==> src/rtl/chimp_pkg.sv <==
// chimp_pkg: shared constants and types for the chimp-test click mapper.
//   GRID / IDX_W : board size and cell index width
//   NUM_W        : width of the number-to-choose counter
//   DEF_*        : default board geometry and mouse coordinate widths
//   state_t      : click FSM states
package chimp_pkg;

  localparam int GRID          = 8;
  localparam int IDX_W         = 3;
  localparam int NUM_W         = 5;
  localparam int NUM_MAX       = 31;

  localparam int DEF_BOARD_X0  = 160;
  localparam int DEF_BOARD_Y0  = 80;
  localparam int DEF_CELL_SIZE = 40;
  localparam int DEF_X_W       = 10;
  localparam int DEF_Y_W       = 9;

  typedef enum logic [1:0] {
    IDLE  = 2'd0,
    CHECK = 2'd1,
    DIV   = 2'd2,
    EMIT  = 2'd3
  } state_t;

endpackage

==> src/rtl/button_rise_sync.sv <==
// button_rise_sync: two-flop synchronizer for an asynchronous button level,
// followed by a rising-edge detector.
//   clk       : system clock
//   rst       : asynchronous, active-high reset
//   btn_async : raw button level
//   rise      : one-cycle pulse on a synchronized 0->1 transition
// PREV_RST sets the reset value of the previous-level register.
module button_rise_sync #(
  parameter logic PREV_RST = 1'b1
) (
  input  logic clk,
  input  logic rst,
  input  logic btn_async,
  output logic rise
);

  logic       sync1_q, sync1_d;
  logic       sync2_q, sync2_d;
  logic       prev_q,  prev_d;
  logic [1:0] prime_q, prime_d;

  // The synchronizer holds 0 for two cycles after reset, which is not the
  // real button level. The previous-level register keeps its reset value
  // until the pipeline has filled, so a button held through reset release
  // never looks like a fresh press.
  always_comb begin
    sync1_d = btn_async;
    sync2_d = sync1_q;
    prime_d = {prime_q[0], 1'b1};
    prev_d  = prime_q[1] ? sync2_q : prev_q;
  end

  always_ff @(posedge clk or posedge rst) begin
    if (rst) begin
      sync1_q <= 1'b0;
      sync2_q <= 1'b0;
      prev_q  <= PREV_RST;
      prime_q <= 2'b00;
    end else begin
      sync1_q <= sync1_d;
      sync2_q <= sync2_d;
      prev_q  <= prev_d;
      prime_q <= prime_d;
    end
  end

  assign rise = prime_q[1] & sync2_q & ~prev_q;

endmodule

==> src/rtl/chimp_click_mapper.sv <==
// chimp_click_mapper: maps a mouse click in VGA space to a board cell index
// and owns the number-to-choose counter.
//   clk          : system clock
//   iReset       : asynchronous, active-high reset
//   iMouseX/Y    : cursor position in pixels
//   iLeftButton  : raw left-button level (asynchronous)
//   iEnable      : accept clicks (sampled in IDLE only)
//   iNewRound    : number-to-choose back to 1 (wins over iAdvance)
//   iAdvance     : number-to-choose +1, saturating
//   oMouseClick  : one-cycle pulse, oBoxX/oBoxY valid
//   oBoxX/oBoxY  : column/row index of the last click, held until next click
//   oOutside     : one-cycle pulse, enabled click landed off-board
//   oBusy        : FSM not IDLE
//   oNumToChoose : next number the player must click
//
// FSM states
//   state | meaning
//   IDLE  | wait for a button rise with iEnable, capture coordinates
//   CHECK | board range check, convert to board-relative remainders
//   DIV   | repeated subtraction of CELL_SIZE on both axes
//   EMIT  | click pulse, indices presented
module chimp_click_mapper
  import chimp_pkg::*;
#(
  parameter int BOARD_X0  = DEF_BOARD_X0,
  parameter int BOARD_Y0  = DEF_BOARD_Y0,
  parameter int CELL_SIZE = DEF_CELL_SIZE,
  parameter int GRID_N    = GRID,
  parameter int X_W       = DEF_X_W,
  parameter int Y_W       = DEF_Y_W
) (
  input  logic             clk,
  input  logic             iReset,
  input  logic [X_W-1:0]   iMouseX,
  input  logic [Y_W-1:0]   iMouseY,
  input  logic             iLeftButton,
  input  logic             iEnable,
  input  logic             iNewRound,
  input  logic             iAdvance,
  output logic             oMouseClick,
  output logic [IDX_W-1:0] oBoxX,
  output logic [IDX_W-1:0] oBoxY,
  output logic             oOutside,
  output logic             oBusy,
  output logic [NUM_W-1:0] oNumToChoose
);

  localparam logic [X_W-1:0]   X_LO   = X_W'(BOARD_X0);
  localparam logic [X_W-1:0]   X_HI   = X_W'(BOARD_X0 + GRID_N * CELL_SIZE);
  localparam logic [X_W-1:0]   CELL_X = X_W'(CELL_SIZE);
  localparam logic [Y_W-1:0]   Y_LO   = Y_W'(BOARD_Y0);
  localparam logic [Y_W-1:0]   Y_HI   = Y_W'(BOARD_Y0 + GRID_N * CELL_SIZE);
  localparam logic [Y_W-1:0]   CELL_Y = Y_W'(CELL_SIZE);
  localparam logic [NUM_W-1:0] NUM_TOP = NUM_W'(NUM_MAX);

  state_t           state_q, state_d;
  // x_q/y_q hold the captured coordinate, then the remainder during DIV.
  logic [X_W-1:0]   x_q, x_d;
  logic [Y_W-1:0]   y_q, y_d;
  logic [IDX_W-1:0] qx_q, qx_d;
  logic [IDX_W-1:0] qy_q, qy_d;
  logic [IDX_W-1:0] box_x_q, box_x_d;
  logic [IDX_W-1:0] box_y_q, box_y_d;
  logic             outside_q, outside_d;
  logic [NUM_W-1:0] num_q, num_d;

  logic rise;
  logic in_range;
  logic sub_x;
  logic sub_y;

  button_rise_sync #(
    .PREV_RST (1'b1)
  ) u_btn (
    .clk       (clk),
    .rst       (iReset),
    .btn_async (iLeftButton),
    .rise      (rise)
  );

  always_comb begin
    state_d   = state_q;
    x_d       = x_q;
    y_d       = y_q;
    qx_d      = qx_q;
    qy_d      = qy_q;
    box_x_d   = box_x_q;
    box_y_d   = box_y_q;
    outside_d = 1'b0;
    in_range  = (x_q >= X_LO) && (x_q < X_HI) && (y_q >= Y_LO) && (y_q < Y_HI);
    sub_x     = 1'b0;
    sub_y     = 1'b0;

    case (state_q)
      IDLE: begin
        if (rise && iEnable) begin
          x_d     = iMouseX;
          y_d     = iMouseY;
          state_d = CHECK;
        end
      end
      CHECK: begin
        if (in_range) begin
          x_d     = x_q - X_LO;
          y_d     = y_q - Y_LO;
          qx_d    = '0;
          qy_d    = '0;
          state_d = DIV;
        end else begin
          outside_d = 1'b1;
          state_d   = IDLE;
        end
      end
      DIV: begin
        sub_x = (x_q >= CELL_X);
        sub_y = (y_q >= CELL_Y);
        if (sub_x) begin
          x_d  = x_q - CELL_X;
          qx_d = qx_q + 1'b1;
        end
        if (sub_y) begin
          y_d  = y_q - CELL_Y;
          qy_d = qy_q + 1'b1;
        end
        // Quotients are final once neither axis can subtract; latch them
        // into the output registers so they are valid during EMIT.
        if (!sub_x && !sub_y) begin
          box_x_d = qx_q;
          box_y_d = qy_q;
          state_d = EMIT;
        end
      end
      EMIT: begin
        state_d = IDLE;
      end
      default: begin
        state_d = IDLE;
      end
    endcase

    num_d = num_q;
    if (iNewRound) begin
      num_d = NUM_W'(1);
    end else if (iAdvance && (num_q != NUM_TOP)) begin
      num_d = num_q + 1'b1;
    end
  end

  always_ff @(posedge clk or posedge iReset) begin
    if (iReset) begin
      state_q   <= IDLE;
      x_q       <= '0;
      y_q       <= '0;
      qx_q      <= '0;
      qy_q      <= '0;
      box_x_q   <= '0;
      box_y_q   <= '0;
      outside_q <= 1'b0;
      num_q     <= NUM_W'(1);
    end else begin
      state_q   <= state_d;
      x_q       <= x_d;
      y_q       <= y_d;
      qx_q      <= qx_d;
      qy_q      <= qy_d;
      box_x_q   <= box_x_d;
      box_y_q   <= box_y_d;
      outside_q <= outside_d;
      num_q     <= num_d;
    end
  end

  assign oMouseClick  = (state_q == EMIT);
  assign oBusy        = (state_q != IDLE);
  assign oOutside     = outside_q;
  assign oBoxX        = box_x_q;
  assign oBoxY        = box_y_q;
  assign oNumToChoose = num_q;

endmodule

==> config.mk <==
export PLATFORM = sky130hd
export DESIGN_NAME = chimp_click_mapper
export DESIGN_NICKNAME = d
export VERILOG_FILES = /design/src/rtl/chimp_pkg.sv /design/src/rtl/button_rise_sync.sv /design/src/rtl/chimp_click_mapper.sv
export SDC_FILE = /design/constraint.sdc
export NUM_CORES = 1
export LEC_CHECK = 0
export ABC_CLOCK_PERIOD_IN_PS = 2570
export CORE_MARGIN = 2
export CORE_UTILIZATION = 35
export DETAILED_ROUTE_END_ITERATION = 12
export PLACE_DENSITY_LB_ADDON = 0.08
export SKIP_LAST_GASP = 1
export SYNTH_ARGS = -nofsm -noshare
export SYNTH_HDL_FRONTEND = slang
export SYNTH_SLANG_ARGS = --single-unit
==> constraint.sdc <==
create_clock -name clk -period 2.57 [get_ports clk]
set_input_delay 0.3855 -clock clk [delete_from_list [all_inputs] [get_ports clk]]
set_output_delay 0.3855 -clock clk [all_outputs]
set_load 0.1 [all_outputs]
==> run metrics, run 1 <==
share of cells above drive strength 1=21.9%; Die Wd=91.5 um; Synth Instances=275; Die Ht=91.5 um; Placer Congestion=0.825; unrepaired setup endpoints after global routing=false; leakage=1.56 nW; Crit path max-delay family=compound AO/OA/AOI/OAI gates; num ports=39; CP Max Fanout=4; commonest non-fill, non-tap cell in the layout=dfrtp_1; Mean Syn Cell Area=9.75 um2; CP max stage cell=or3_1; largest net degree at the start of global routing=24; CTS buffer count=5; Post-synth EDFFs=0; final setup TNS=0 ns; CTS max path bufs=2; WP data required=2.76 ns; final hold slack=0.353 ns; TritonCTS clock tree=yes; Port Buffers=38; Rows=31; remaining global-route overflow=0; outcome=completed; layout net count=368; Critical Path Source Type=flip-flop; drt wl/cell=14.5 um; ANT nets after route=0; Fin. Hold Viols=0; DRT Pass-1 Iters=4; Crit path depth=7; area of the multi-input gates=1460 um2; CORE AREA=7330 um2; Pwr Total=3.97 mW; CP Capture Type=flip-flop; starting density of the core=36.6%; # Max-Cap Violations=0; FF+latch area=1100 um2; wire length of the first global-routing pass=10300 um; vias in the first global route=2070; Distinct cells, synth=54; fillers=721; Worst-path clk slew=0.09 ns; DRT iter0 DRCs=121; Mapped Nets=320; pwr dens=1190 nW/um2; Bufs and invs on worst path=1; Slew HR=63.4%; critical path arrival=2.59 ns; ANT cells=0; final wirelength=6130 um; Ys Warns=0; fin crit period=2.40 ns; cts-stage hold buffer count=0; Max IR drop VDD=0.976 mV; area grow syn2layout=24.7%; Max Slew Vio Count=0; Worst-Margin Slew=0.549 ns; fmax=416 MHz; Vias=2160; DIE AREA=8370 um2; Seq/Total Area, Yosys=41.2%; DRC Markers=0; Worst path max stage delay=0.40 ns; H-tree Lvls=2; clock tree sinks=44; most frequent cells in the layout=dfrtp_1, buf_4, clkdlybuf4s50_1, nand2_1, o21ai_0; vias per inst=5.11; Hold Crit Depth=0; Finish-stage setup viols=0; Primary FF master, synth=dfrtp_1; FF+latch count, synth=44; skew final=0.00867 ns; Critical Path, Cell by Cell=or3_1 > o211a_1 > o41ai_4 > buf_4 > o2111ai_4 > nand2b_4 > mux2_4; Syn Std Cell Area=2680 um2; Post-synth ARST share=100%; CP Class=reg2reg; Tot GR Track Use=15.4%; initial antenna violation count=0; Skew-Pair Late Insertion Delay=0.30 ns; fin crit share=93.4%; DP HPWL=4490 um; worst min-delay path category=reg2reg; Root Driver=clkbuf_8; Worst Reg-to-Reg Cells=7
[final timing paths]
| check | slack (ns) | to | from |
|---|---|---|---|
| max reg2reg | 0.17 | y_q[0] | y_q[1] |
| min reg2reg | 0.35 | u_btn.prime_q[1] | u_btn.prime_q[0] |
| min | 0.35 | u_btn.prime_q[1] | u_btn.prime_q[0] |
| max in group asynchronous | 1.55 | oNumToChoose[0] | iReset |
| min in group asynchronous | 0.44 | oBoxX[0] | iReset |
| max | 0.17 | y_q[0] | y_q[1] |
[metrics by stage]
step	cells	worst slack, ns	util [%]	area (um2)
global route	423	0.0158	45.6	3340
floorplan	275	0.113	-	2680
global placement	413	0.118	43.9	3220
detailed placement	413	-0.0851	43.9	3220
CTS	423	0.0734	45.4	3330
finish	423	0.169	45.6	3340
[worst reg2reg max path, stage by stage, from the launching register on]
cell and delay (ns):
dfrtp_1 0.39, or3_1 0.40, o211a_1 0.28, o41ai_4 0.38
buf_4 0.21, o2111ai_4 0.13, nand2b_4 0.20, mux2_4 0.31
[report_power, final]
part           total [mW]  switching, mW  internal [mW]  leakage, nW
registers            1.10          0.201          0.895        0.558
clock network       0.441          0.251          0.190       0.0479
logic                2.43           1.41           1.02        0.951
total                3.97           1.86           2.11         1.56
[kinds of logic after synthesis]
| group | share of synthesized area (%) |
|---|---|
| DFF | 41.2 |
| muxes | 9.38 |
| adders and majority gates | 9.34 |
| AOI/OAI and AO/OA | 16.4 |
| other | 0.140 |
| xor gates and xnor gates | 2.94 |
| and+or+nand+nor | 15.6 |
| buffers and inverters | 5.00 |
[state kept, by name, indices dropped and copies added, names as in the netlist, named ones only]
signal         cells
oOutside           1
qy_q               3
oBoxX              3
oNumToChoose       5
y_q                9
u_btn.sync2_q      1
qx_q               3
oBoxY              3
u_btn.prev_q       1
u_btn.sync1_q      1
state_q            1
u_btn.prime_q      2
x_q               10
[area by class of cell]
type | count | area share (%)
Timing Repair Buffer | 55 | 14.5
Inverter | 21 | 2.36
Clock buffer | 5 | 2.06
Clock inverter | 3 | 0.561
Multi-Input combinational cell | 196 | 43.8
Sequential cell | 44 | 33.0
Tap cell | 99 | 3.71
[synthesized netlist by cell type, types with 2 or more instances]
cell	count	area, um2
a21oi_1	11	55.1
a221oi_1	5	43.8
a31oi_1	3	18.8
and3_1	3	18.8
buf_1	2	7.51
buf_2	2	10.0
clkbuf_1	10	37.5
dfrtp_1	42	1050
dfstp_2	2	52.6
ha_1	20	250
inv_1	21	78.8
mux2_2	13	146
mux2_4	3	45.0
mux2i_1	6	60.1
nand2_1	23	86.3
nand2b_1	3	18.8
nand3_1	13	65.1
nor2_1	18	67.6
nor2b_1	4	25.0
nor3_1	2	10.0
nor4_1	2	12.5
o21a_1	2	15.0
o21ai_0	23	115
o221a_2	2	22.5
o31ai_1	2	15.0
or3_1	2	12.5
or4_1	2	15.0
xnor2_1	3	26.3
xor2_1	6	52.6
[what timing repair did]
item | in CTS | in global routing
setup buffers | 2 | 0
endpoints found under the setup margin | 7 | 8
gates resized for setup | 1 | 2
pin swaps | 1 | 1
[metal layers]
layer  part of all wire, %  vias to the layer above  track usage [%]
met1                    49                     1040             22.0
li1                      -                     1063                -
met5                     0                        -                0
met3                   4.6                        4             2.99
met4                  0.73                        0             4.17
met2                    46                       53             23.5
No activity file was read; power rests on OpenSTA's default activity.
==> inputs of run 2 (changes only) <==
--- a/config.mk
+++ b/config.mk
@@ -5,10 +5,11 @@
 export SDC_FILE = /design/constraint.sdc
 export NUM_CORES = 1
 export LEC_CHECK = 0
-export ABC_CLOCK_PERIOD_IN_PS = 2570
+export ABC_CLOCK_PERIOD_IN_PS = 2700
 export CORE_MARGIN = 2
 export CORE_UTILIZATION = 35
 export DETAILED_ROUTE_END_ITERATION = 12
+export HOLD_SLACK_MARGIN = 0.02
 export PLACE_DENSITY_LB_ADDON = 0.08
 export SKIP_LAST_GASP = 1
 export SYNTH_ARGS = -nofsm -noshare
==> constraint.sdc (replaced) <==
create_clock -name clk -period 2.7 [get_ports clk]
set_input_delay 0.405 -clock clk [delete_from_list [all_inputs] [get_ports clk]]
set_output_delay 0.405 -clock clk [all_outputs]
set_load 0.1 [all_outputs]
==> run metrics, run 2 (synthesized netlist as in run 1, its figures left out) <==
Worst-path clk slew=0.09 ns; TritonCTS clock tree=yes; Bufs and invs on worst path=2; fin crit period=2.47 ns; combinational power share=61.9%; CTS max path bufs=2; crit path launch=x_q[3]; Fin. Hold Viols=0; area of the multi-input gates=1440 um2; Root Driver=clkbuf_8; H-tree Lvls=2; final wirelength=6280 um; ANT cells=0; Critical Path Source Type=flip-flop; Tot GR Track Use=15.7%; drt wl/cell=14.7 um; Pwr Total=3.76 mW; starting density of the core=36.6%; final hold slack=0.356 ns; wire length of the first global-routing pass=10400 um; # Max-Cap Violations=0; Slew HR=47.0%; share of cells above drive strength 1=21.7%; skew final=0.00869 ns; fmax=404 MHz; CP Capture Type=flip-flop; fin crit share=91.6%; pwr dens=1130 nW/um2; layout net count=371; initial antenna violation count=0; DP HPWL=4620 um; Placed Cells=418; Final Instance Count excl. Fillers=426; area grow syn2layout=24.3%; CP Max Fanout=5; Die Ht=91.5 um; CORE AREA=7330 um2; DIE AREA=8370 um2; DRT iter0 DRCs=79; Clk pwr share=10.8%; CTS buffer count=5; Vias=2166; Max Slew Vio Count=0; CP max stage cell=a2111oi_1; commonest non-fill, non-tap cell in the layout=dfrtp_1; num ports=39; Worst Hold Launch=u_btn.sync1_q; Die Wd=91.5 um; Placer Congestion=0.751; Post-CTS Setup Inserts=0; DRC Markers=0; ANT nets after route=0; Rows=31; WP data required=2.89 ns; R2R Path Start=x_q[3]; Flop pwr share=27.3%; Finish-stage setup viols=0; Worst path max stage delay=0.75 ns; leakage=1.56 nW; unrepaired setup endpoints after global routing=false; worst min-delay path category=reg2reg; clock tree sinks=44; FF+latch area=1100 um2; fillers=721; Finished Cell Area=3330 um2; Int Power=2.00 mW; final core occ=45.4%; Biggest register=x_q; Max IR drop VDD=0.440 mV; outcome=completed; Port Buffers=38; most frequent cells in the layout=dfrtp_1, buf_4, clkdlybuf4s50_1, nand2_1, o21ai_0; largest net degree at the start of global routing=45; critical path arrival=2.66 ns; vias per inst=5.08; Skew-Pair Late Insertion Delay=0.30 ns; Worst-Margin Slew=0.793 ns; Critical Path, Cell by Cell=inv_1 > ha_1 > and2_1 > a2111oi_1 > o41ai_4 > buf_4 > o2111ai_4 > nand2b_4 > mux2_4; Crit path max-delay family=compound AO/OA/AOI/OAI gates; area post-placement=3240 um2; remaining global-route overflow=0; DRT Pass-1 Iters=4; CP Class=reg2reg; switching power=1.76 mW; sw frac=46.8%; vias in the first global route=2111; max reg flops=10
==> run 2: layout make-up <==
type | count | share of cell area, %
clock buffers | 6 | 2.18
multi-input cells | 196 | 43.4
repair buffers | 58 | 14.9
clock inverters | 2 | 0.376
well taps | 99 | 3.72
flip-flops and latches | 44 | 33.1
inverters | 21 | 2.37
==> run 2: metrics by stage <==
step	setup TNS (ns)	setup slack, ns
after floorplan	0	0.121
after global placement	0	0.00662
after detailed placement	-0.00284	-0.00122
after CTS	0	0.178
after global routing	0	0.0503
final	0	0.227
==> run 2: path summary, 6_finish.rpt <==
kind	cells after the start	slack [ns]	end
setup / recovery	9	0.23	y_q[0]
hold / removal	0	0.36	u_btn.sync2_q
setup reg to reg	9	0.23	y_q[0]
hold reg to reg	0	0.36	u_btn.sync2_q
max in group asynchronous	3	1.74	x_q[1]
min in group asynchronous	3	0.57	qy_q[0]
==> run 2: what timing repair did <==
action	CTS	global route
endpoints found under the setup margin	3	3
hold buffers	0	0
gates resized for setup	1	1
==> run 2: power groups by stage <==
stage | Clock [mW] | Combinational (mW) | Sequential, mW
after global placement | 0 | 2.32 | 1.03
after floorplan | 0 | 1.55 | 1.11
after global routing | 0.455 | 2.56 | 1.06
after CTS | 0.427 | 2.34 | 1.02
after detailed placement | 0 | 2.33 | 1.04
final | 0.406 | 2.33 | 1.02
==> run 2: metal layers <==
layer | GRT usage, % | wire, um
met2 | 26.0 | 3020
met3 | 3.24 | 299
met1 | 20.8 | 2890
met4 | 4.17 | 61
met5 | 0 | 0
